`src/rtl/dma_writer_if.sv`:
```
// Memory write port of the FC write-side DMA: address, data and write enable.
// DMA_WRITER_STALL_EN adds the mem_ready back-pressure signal after mem_we.
interface dma_writer_if #(
    parameter int WORD_SIZE         = 16,
    parameter int MEM_ADDRESS_WIDTH = 10
) ();
    logic [MEM_ADDRESS_WIDTH-1:0] mem_addr;
    logic [WORD_SIZE-1:0]         mem_data;
    logic                         mem_we;
`ifdef DMA_WRITER_STALL_EN
    logic                         mem_ready;
`endif

    modport master (
        output mem_addr,
        output mem_data,
        output mem_we
`ifdef DMA_WRITER_STALL_EN
        , input mem_ready
`endif
    );

    modport slave (
        input mem_addr,
        input mem_data,
        input mem_we
`ifdef DMA_WRITER_STALL_EN
        , output mem_ready
`endif
    );
endinterface

```
`src/rtl/dma_writer.sv`:
```
// Snapshots a parallel word buffer on i_write and streams it to word-addressed memory.
// Optional DMA_WRITER_STALL_EN: writes advance only when the memory asserts mem_ready.
module dma_writer #(
    parameter int BUFFER_SIZE       = 120,
    parameter int WORD_SIZE         = 16,
    parameter int MEM_ADDRESS_WIDTH = 10
) (
    input  logic                                   clk,
    input  logic                                   i_rst_n,
    input  logic                                   i_write,
    input  logic [MEM_ADDRESS_WIDTH-1:0]           i_address,
    input  logic [MEM_ADDRESS_WIDTH-1:0]           i_count,
    input  logic [0:BUFFER_SIZE-1][WORD_SIZE-1:0]  i_buffer,
    dma_writer_if.master                           mem,
    output logic                                   o_busy,
    output logic                                   o_done
);
    localparam int CNT_W = $clog2(BUFFER_SIZE + 1);

    typedef enum logic [1:0] {IDLE, WRITE, DONE} state_t;

    state_t                       state_q, state_d;
    logic [CNT_W-1:0]             idx_q, idx_d;
    logic [CNT_W-1:0]             count_q, count_d;
    logic [MEM_ADDRESS_WIDTH-1:0] base_q, base_d;
    logic [MEM_ADDRESS_WIDTH-1:0] addr_q, addr_d;
    logic [WORD_SIZE-1:0]         data_q, data_d;
    logic                         we_q, we_d;
    logic                         busy_q, busy_d;
    logic                         done_q, done_d;
    logic [WORD_SIZE-1:0]         snap_q [BUFFER_SIZE];

    logic [CNT_W-1:0] count_clamped;
    logic [CNT_W-1:0] idx_inc;
    logic             accept;
    logic             snap_load;

`ifdef DMA_WRITER_STALL_EN
    assign accept = mem.mem_ready;
`else
    assign accept = 1'b1;
`endif

    assign idx_inc   = idx_q + 1'b1;
    assign snap_load = (state_q == IDLE) && i_write;

    always_comb begin
        if (int'(i_count) > BUFFER_SIZE) begin
            count_clamped = CNT_W'(BUFFER_SIZE);
        end else begin
            count_clamped = CNT_W'(i_count);
        end
    end

    // Word 0 is taken straight from i_buffer so it appears the cycle after acceptance.
    always_comb begin
        state_d = state_q;
        idx_d   = idx_q;
        count_d = count_q;
        base_d  = base_q;
        addr_d  = addr_q;
        data_d  = data_q;
        we_d    = 1'b0;
        busy_d  = 1'b0;
        done_d  = 1'b0;
        case (state_q)
            IDLE: begin
                if (i_write) begin
                    base_d  = i_address;
                    count_d = count_clamped;
                    idx_d   = '0;
                    if (count_clamped == '0) begin
                        state_d = DONE;
                        done_d  = 1'b1;
                    end else begin
                        state_d = WRITE;
                        we_d    = 1'b1;
                        busy_d  = 1'b1;
                        addr_d  = i_address;
                        data_d  = i_buffer[0];
                    end
                end
            end
            WRITE: begin
                we_d   = 1'b1;
                busy_d = 1'b1;
                if (accept) begin
                    if (idx_q == count_q - 1'b1) begin
                        state_d = DONE;
                        we_d    = 1'b0;
                        busy_d  = 1'b0;
                        done_d  = 1'b1;
                    end else begin
                        idx_d  = idx_inc;
                        addr_d = base_q + MEM_ADDRESS_WIDTH'(idx_inc);
                        data_d = snap_q[idx_inc];
                    end
                end
            end
            DONE: begin
                state_d = IDLE;
            end
            default: begin
                state_d = IDLE;
            end
        endcase
    end

    always_ff @(posedge clk or negedge i_rst_n) begin
        if (!i_rst_n) begin
            state_q <= IDLE;
            idx_q   <= '0;
            count_q <= '0;
            base_q  <= '0;
            addr_q  <= '0;
            data_q  <= '0;
            we_q    <= 1'b0;
            busy_q  <= 1'b0;
            done_q  <= 1'b0;
        end else begin
            state_q <= state_d;
            idx_q   <= idx_d;
            count_q <= count_d;
            base_q  <= base_d;
            addr_q  <= addr_d;
            data_q  <= data_d;
            we_q    <= we_d;
            busy_q  <= busy_d;
            done_q  <= done_d;
        end
    end

    always_ff @(posedge clk or negedge i_rst_n) begin
        if (!i_rst_n) begin
            for (int i = 0; i < BUFFER_SIZE; i++) begin
                snap_q[i] <= '0;
            end
        end else if (snap_load) begin
            for (int i = 0; i < BUFFER_SIZE; i++) begin
                snap_q[i] <= i_buffer[i];
            end
        end
    end

    assign mem.mem_addr = addr_q;
    assign mem.mem_data = data_q;
    assign mem.mem_we   = we_q;
    assign o_busy       = busy_q;
    assign o_done       = done_q;

endmodule

```
`src/flat_wrapper.sv`:
```
// flat-port wrapper written by rule: the top's interface ports become plain ports
module dma_writer_flat 
#(
    parameter int BUFFER_SIZE       = 120,
    parameter int WORD_SIZE         = 16,
    parameter int MEM_ADDRESS_WIDTH = 10
)
  (clk, i_rst_n, i_write, i_address, i_count, i_buffer, o_busy, o_done, mem_mem_addr, mem_mem_data, mem_mem_we);
  dma_writer_if #(.WORD_SIZE(WORD_SIZE), .MEM_ADDRESS_WIDTH(MEM_ADDRESS_WIDTH)) mem_i ();
  input  logic clk;
  input  logic i_rst_n;
  input  logic i_write;
  input  logic [MEM_ADDRESS_WIDTH-1:0] i_address;
  input  logic [MEM_ADDRESS_WIDTH-1:0] i_count;
  input  logic [0:BUFFER_SIZE-1][WORD_SIZE-1:0] i_buffer;
  output logic o_busy;
  output logic o_done;
  output wire logic [$bits(mem_i.mem_addr)-1:0] mem_mem_addr;
  output wire logic [$bits(mem_i.mem_data)-1:0] mem_mem_data;
  output wire logic [$bits(mem_i.mem_we)-1:0] mem_mem_we;
  assign mem_mem_addr = mem_i.mem_addr;
  assign mem_mem_data = mem_i.mem_data;
  assign mem_mem_we = mem_i.mem_we;
  dma_writer #(.BUFFER_SIZE(BUFFER_SIZE), .WORD_SIZE(WORD_SIZE), .MEM_ADDRESS_WIDTH(MEM_ADDRESS_WIDTH)) u_core (.clk(clk), .i_rst_n(i_rst_n), .i_write(i_write), .i_address(i_address), .i_count(i_count), .i_buffer(i_buffer), .mem(mem_i), .o_busy(o_busy), .o_done(o_done));
endmodule
```
`config.mk`:
```
export PLATFORM = sky130hd
export DESIGN_NAME = dma_writer_flat
export DESIGN_NICKNAME = d
export VERILOG_FILES = /design/src/rtl/dma_writer_if.sv /design/src/rtl/dma_writer.sv /design/src/flat_wrapper.sv
export SDC_FILE = /design/constraint.sdc
export NUM_CORES = 2
export LEC_CHECK = 0
export BUFFER_PORTS_ARGS = -buffer_cell sky130_fd_sc_hd__buf_2
export CAP_MARGIN = 40
export CORE_AREA = 5 5 773 775
export DETAILED_ROUTE_END_ITERATION = 7
export DIE_AREA = 0 0 778 780
export GPL_TIMING_DRIVEN = 0
export PLACE_DENSITY = 0.41
export RECOVER_POWER = 100
export SYNTH_ARGS = -nofsm -noshare
export SYNTH_HDL_FRONTEND = slang
export SYNTH_SLANG_ARGS = --single-unit
export TNS_END_PERCENT = 20
```
`constraint.sdc`:
```
create_clock -name clk -period 3.65 [get_ports clk]
set_clock_uncertainty 0.05 [all_clocks]
set_input_delay 0.1825 -clock clk [delete_from_list [all_inputs] [get_ports clk]]
set_output_delay 0.1825 -clock clk [all_outputs]
set_load 0.05 [all_outputs]
```
# After elaboration in Yosys (flattened, before gate mapping)

Cells that the tools add are included.

Add/sub/neg operators: 3
Order comparisons: 2
Equal/unequal tests: 6
Mux-type cells: 27
Bitwise operators: 1
Reductions and logical operators: 8

Operators with widths:

| cell                                                            | count |
|---|---|
| binary-select mux 16 bit (select 7 bit)                         | 1 |
| 2-to-1 mux 16 bit                                               | 5 |
| case mux 16 bit (2 select lines)                                | 1 |
| 2-to-1 mux 10 bit                                               | 3 |
| 2-to-1 mux 7 bit                                                | 3 |
| case mux 10 bit (2 select lines)                                | 1 |
| case mux 7 bit (2 select lines)                                 | 1 |
| adder 10 x 7 -> 10 bit                                          | 1 |
| greater-than comparator 10 x 7 -> 1 bit (second input constant) | 1 |
| >= comparator 8 bit (second input constant)                     | 1 |
| NOT 7 -> 8 bit                                                  | 1 |
| adder 7 x 1 -> 7 bit (second input constant)                    | 1 |
| == test 7 bit                                                   | 1 |
| logical NOT 7 bit                                               | 1 |
| subtractor 7 x 1 -> 7 bit (second input constant)               | 1 |
| 2-to-1 mux 1 bit                                                | 6 |
| 2-to-1 mux 2 bit                                                | 3 |
| inequality test 2 bit (second input constant)                   | 3 |
| case mux 1 bit (2 select lines)                                 | 2 |
| case mux 2 bit (2 select lines)                                 | 1 |
| AND reduction 2 bit                                             | 2 |
| AND reduction 4 bit                                             | 1 |
| AND reduction 3 bit                                             | 1 |
| == test 2 x 1 -> 1 bit (second input constant)                  | 1 |
| other kinds (4)                                                 | 4 |

Flip-flop bits (word level): 1974
Bits of input ports: 1943
Output and inout bits: 29
Word-level logic and storage cells: 175

# Depth between registers and ports, before layout

Word-level depth: 7
Mapped depth: 17
Depth with buffers taken out: 12

# Least setup slack after synthesis

Ideal clock, no wire load.

Path kind: register to register
Start: reg u_core.idx_q[1]
End: reg u_core.addr_q[8] (netlist: u_core.mem.mem_addr[8])
Library setup time: 0.125 ns
Data arrival time: 3.365 ns
Required time: 3.475 ns
Setup slack: 0.110 ns
Stages on the path, launching flop included: 17
Path buffers: 5
Period minus slack after synthesis: 3.540 ns
Path through: dfrtp_1 ha_1 buf_2 buf_2 buf_4 buf_2 buf_2 inv_1 fa_1 nor2b_1 o21ai_0 a21boi_0 o21ai_0 a21boi_0 mux2i_1 o211ai_1 mux2_4

Longest elaborated chain between the ends: 4
Elaborated cells on any way between the ends: 7
Classes of those cells: 2 x add/sub; 2 x eq/ne; 2 x mux; 1 x reduce/logical

Ends and longest elaborated chain:

| element                          | line              | RTL |
|---|---|---|
| from (decl)                      | dma_writer.sv:23  | `logic [CNT_W-1:0] idx_q, idx_d;` |
| from (signal assigned)           | dma_writer.sv:122 | `idx_q <= idx_d;` |
| adder 7 x 1 -> 7 bit             | dma_writer.sv:44  | `assign idx_inc = idx_q + 1'b1;` |
| adder 10 x 7 -> 10 bit           | dma_writer.sv:95  | `addr_d = base_q + MEM_ADDRESS_WIDTH'(idx_inc);` |
| 2-to-1 mux 10 bit                | dma_writer.sv:88  | `if (idx_q == count_q - 1'b1) begin` |
| case mux 10 bit (2 select lines) | dma_writer.sv:66  | `case (state_q)` |
| to (signal assigned)             | dma_writer.sv:125 | `addr_q <= addr_d;` |
| to (decl)                        | dma_writer.sv:26  | `logic [MEM_ADDRESS_WIDTH-1:0] addr_q, addr_d;` |

Several ways; a longest one is shown, not always the timed one. The select of a mux whose other input is x is not followed.
A chain may end at the register's enable or synchronous reset.

# Worst setup path after layout

Start: reg u_core.idx_q[0]
End: reg u_core.data_q[7] (netlist: u_core.mem.mem_data[7])

Longest elaborated chain between the ends: 7
Elaborated cells on any way between the ends: 10
Classes of those cells: 1 x add/sub; 2 x eq/ne; 5 x mux; 1 x bitwise; 1 x reduce/logical

Ends and longest elaborated chain:

| element                                              | line              | RTL |
|---|---|---|
| adder 7 x 1 -> 7 bit                                 | dma_writer.sv:44  |  |
| NOT 7 -> 8 bit (implied by the code)                 | dma_writer.sv:96  | `data_d = snap_q[idx_inc];` |
| binary-select mux 16 bit (select 7 bit)              | dma_writer.sv:96  |  |
| 2-to-1 mux 16 bit (implied by the code) (2 in a row) | dma_writer.sv:96  |  |
| 2-to-1 mux 16 bit                                    | dma_writer.sv:88  |  |
| case mux 16 bit (2 select lines)                     | dma_writer.sv:66  |  |
| to (signal assigned)                                 | dma_writer.sv:126 | `data_q <= data_d;` |
| to (decl)                                            | dma_writer.sv:27  | `logic [WORD_SIZE-1:0] data_q, data_d;` |

Several ways; a longest one is shown, not always the timed one. The select of a mux whose other input is x is not followed.

==> impl_results.md <==
- Peak supply drop: roughly 0.0008 V
- WL met1: 339 mm
- WP data arrival: about 4.4 ns
- Highest-count cells in the layout ignoring fill and taps: 6174 x nand2_1, 3614 x dlygate4sd3_1, 1972 x dfrtp_1
- Routed wl met2: 392 mm
- Initial Util: 0.153
- Outcome: complete, but fails checks
- Num CTS Buffers: 266
- Total power: approximately 160 mW
- Crit path max fanout: 8
- Failing checks: capacitance limit, slew limit, setup timing
- 1st-pass router iterations: 6
- WP data required: between 4 and 5 ns
- Synth Cell Area: roughly 0.09 mm2
- Number of global-route vias before repair: 109000
- CP delay by family, top: buffers and inverters
- First-pass GRT wire length: 1070 mm
- Share of cells above drive strength 1: 0.221
- Slowest CP cell: dfrtp_2
- Period utilization: 1.02
- R2r startpoint: u_core.idx_q[0]$_DFFE_PN0P_
- Vias/cell: 4.27
- GRT Util Overall: 0.267
- Predominant post-synthesis flop cell: dfrtp_1
- Clock Sinks: 1974
- Leakage: 78.1 nW
- Crit path to: u_core.mem.mem_data[7]$_DFFE_PN0P_
- Pwr dens: around 960 mW/mm2
- CTS Root Cell: clkbuf_16
- DRT iter0 DRCs: 9266
- Total congestion overflow: 0
- Max cap viols: 10
- Met3 WL: between 50 and 60 mm
- Syn Inst Count: between 9000 and 10000
- Wire length per cell: between 30 and 40 um
- Syn nets: 11800
- Crit path kind: flop to flop
- I/O Buffers: between 1500 and 2000
- Top cell by count, worst path: buf_12
- FMAX: approximately 270 MHz
- Worst-margin pin slew: 2.71 ns
- R2r endpoint: u_core.mem.mem_data[7]$_DFFE_PN0P_
- H-tree depth: 5
- Clk buf depth: 4
- Reg2reg path depth: 11
- Worst-path cell chain: ha_4 -> buf_16 -> clkbuf_8 -> buf_12 -> buf_6 -> buf_12 -> mux4_2 -> mux2i_4 -> o22ai_4 -> o21ai_2 -> a41oi_1
- Final Hold Vio Count: 0
- Asr flop ratio synth: 1.00
- Rows: between 200 and 300
- Vias: between 100k and 150k
- RSZ-0062 raised after global routing: yes
- FF+latch count, synth: roughly 2000
- Area grow syn2layout: 81.5%
- Top sig layer: met5
- Min-Delay Path Class: input port to flop
- Final setup viols: 4
- Sequential fraction of the synthesis area: 0.549
- Commonest non-fill, non-tap cell in the layout: nand2_1
- Die Y: between 700 and 800 um
- Nets: ~18000
- Final HPWL DP: 671 mm
- Synth warn: 0
- Critical Path Start Type: flop
- Headroom to the max-slew limit: -0.806
- Placed cells: between 15000 and 20000
- DIE WIDTH: ~780 um
- Hold path depth: 4
- Crit. Startpoint: u_core.idx_q[0]$_DFFE_PN0P_
- Avg Cell Area, Syn: between 9 and 10 um2
- Crit. End Element: flop
- DRT Wirelength: between 800 and 900 mm
- Number of flops mapped to enable cells by yosys: 0
- Largest net degree at the start of global routing: around 160
- CTS tree: built
- Critical Path Stages: 11
- # DRC: 0
- Tmin final: between 3 and 4 ns
- Clock slew at reported path FFs: about 0.070 ns
- Gp weighted congestion: 0.923
- Core ar.: 0.589 mm2
- Synth unique cells: 61
- Die Area: about 0.61 mm2
- FF-to-FF setup slack: -0.07 ns
- Fin cells: approximately 24000
- Ports: a little under 2000
- WP buf/inv: 5
- Worst setup margin: -0.0749 ns
- Antenna violations before repair: 390
- FILL cells: between 60000 and 70000
- Clock Latency Late Sink: 0.96 ns
- Slew Limit Fails: around 120
- Routed Antenna Nets: 0
- Max incr delay on CP: around 0.44 ns
[power breakdown]
group	internal [mW]	switching (mW)
combinational	30.7	58.7
clock	16.0	11.7
sequential	31.9	7.21
[state kept, by name (all words and copies together), names as in the netlist]
name,flops
u_core.mem.mem_addr,10
u_core.base_q,10
u_core.state_q,2
u_core.idx_q,7
u_core.count_q,7
u_core.mem.mem_we,1
u_core.mem.mem_data,16
u_core.snap_q,1920
u_core.o_done,1
[worst reg2reg max path, cell delays in order (launching register included)]
cell and delay [ns]:
dfrtp_2 0.44, ha_4 0.38, buf_16 0.21, clkbuf_8 0.28
buf_12 0.19, buf_6 0.31, buf_12 0.21, mux4_2 0.48
mux2i_4 0.38, o22ai_4 0.23, o21ai_2 0.25, a41oi_1 0.14
[cells in the mapped netlist, drive strengths merged, types with 3 or more instances]
master	number	share of area
nand2	6210	0.26
dfrtp	1974	0.55
mux4	490	0.12
clkbuf	480	0.020
buf	147	0.0097
nand3	94	0.0052
a21oi	73	0.0041
nor2	52	0.0022
mux2i	46	0.0051
and3	35	0.0024
o21ai	32	0.0018
a31oi	31	0.0022
nor3	22	0.0012
a2111oi	14	0.0014
a221oi	14	0.0014
inv	14	0.00058
o22ai	14	0.00097
xnor2	13	0.0014
a41oi	11	0.0011
a22oi	10	0.00083
ha	9	0.0013
a21boi	7	0.00058
o211ai	6	0.00050
xor2	6	0.00058
nor3b	5	0.00042
a21o	4	0.00033
nor2b	4	0.00028
and2	3	0.00021
o221ai	3	0.00029
o22a	3	0.00029
[how the worst min path moves through the flow]
stage | from | endpoint | slack [ns]
after floorplan | i_rst_n | u_core.base_q[0]$_DFFE_PN0P_ | -0.16
after global placement | i_buffer[1580] | u_core.snap_q[1580]$_DFFE_PN0P_ | 0.33
after detailed placement | i_rst_n | u_core.snap_q[1854]$_DFFE_PN0P_ | 0.14
after global routing | i_buffer[1019] | u_core.snap_q[1019]$_DFFE_PN0P_ | 0.01
final | i_buffer[1812] | u_core.snap_q[1812]$_DFFE_PN0P_ | 0.07
after CTS | i_buffer[894] | u_core.snap_q[894]$_DFFE_PN0P_ | 0.00006
[area by class of cell]
class                           count  area, um2  share of cell area
Inverter                           15        101            0.000621
Sequential cell                  1974      49400               0.303
Antenna cell                      291        728             0.00446
Clock inverter                     90       1230             0.00752
Buffer                            623       4250              0.0260
Clock buffer                      374       7660              0.0469
Tap cell                         7810       9770              0.0599
Timing Repair Buffer             5934      51200               0.314
Multi-Input combinational cell   7237      38900               0.238
[routing by layer]
layer,vias up,track usage
li1,44300,-
met1,51800,0.330
met2,5658,0.443
met3,2026,0.0467
met4,106,0.144
met5,-,0
[per-stage QoR]
step / utilization / instance area [um2] / TNS (ns) / hold slack, ns / setup WS, ns
2_1_floorplan: - / 90000 / 0 / -0.163 / 0.110
3_3_place_gp: 0.186 / 110000 / - / 0.328 / -48.29
3_5_place_dp: 0.193 / 114000 / -88.97 / 0.143 / -2.47
4_1_cts: 0.276 / 163000 / -0.304 / 0.0000608 / -0.153
5_1_grt: 0.277 / 163000 / -2.20 / 0.0101 / -0.129
6_report: 0.277 / 163000 / -0.163 / 0.0737 / -0.0749
[timing repair]
action                                 4_1_cts  5_1_grt
gates resized for setup                    639       14
buffers inserted                            90        0
hold buffers                              3619        0
endpoints found under the hold margin     2272        0
gates cloned                                 2        1
pin swaps                                   48        2
setup endpoints to repair                  369      139
[cell families (layout without fill, tap and decap cells)]
logic type      count (synthesis)  in the layout  synth area share
other cells                     0            291                 0
flops                        1974           1974             0.549
fa+ha+maj                      10             10           0.00147
compound gates                235            235            0.0171
xor+xnor                       19             19           0.00202
buf+inv                       642           7036            0.0303
mux                           537            537             0.128
simple gates                 6436           6436             0.272
No activity file was read; power rests on OpenSTA's default activity.
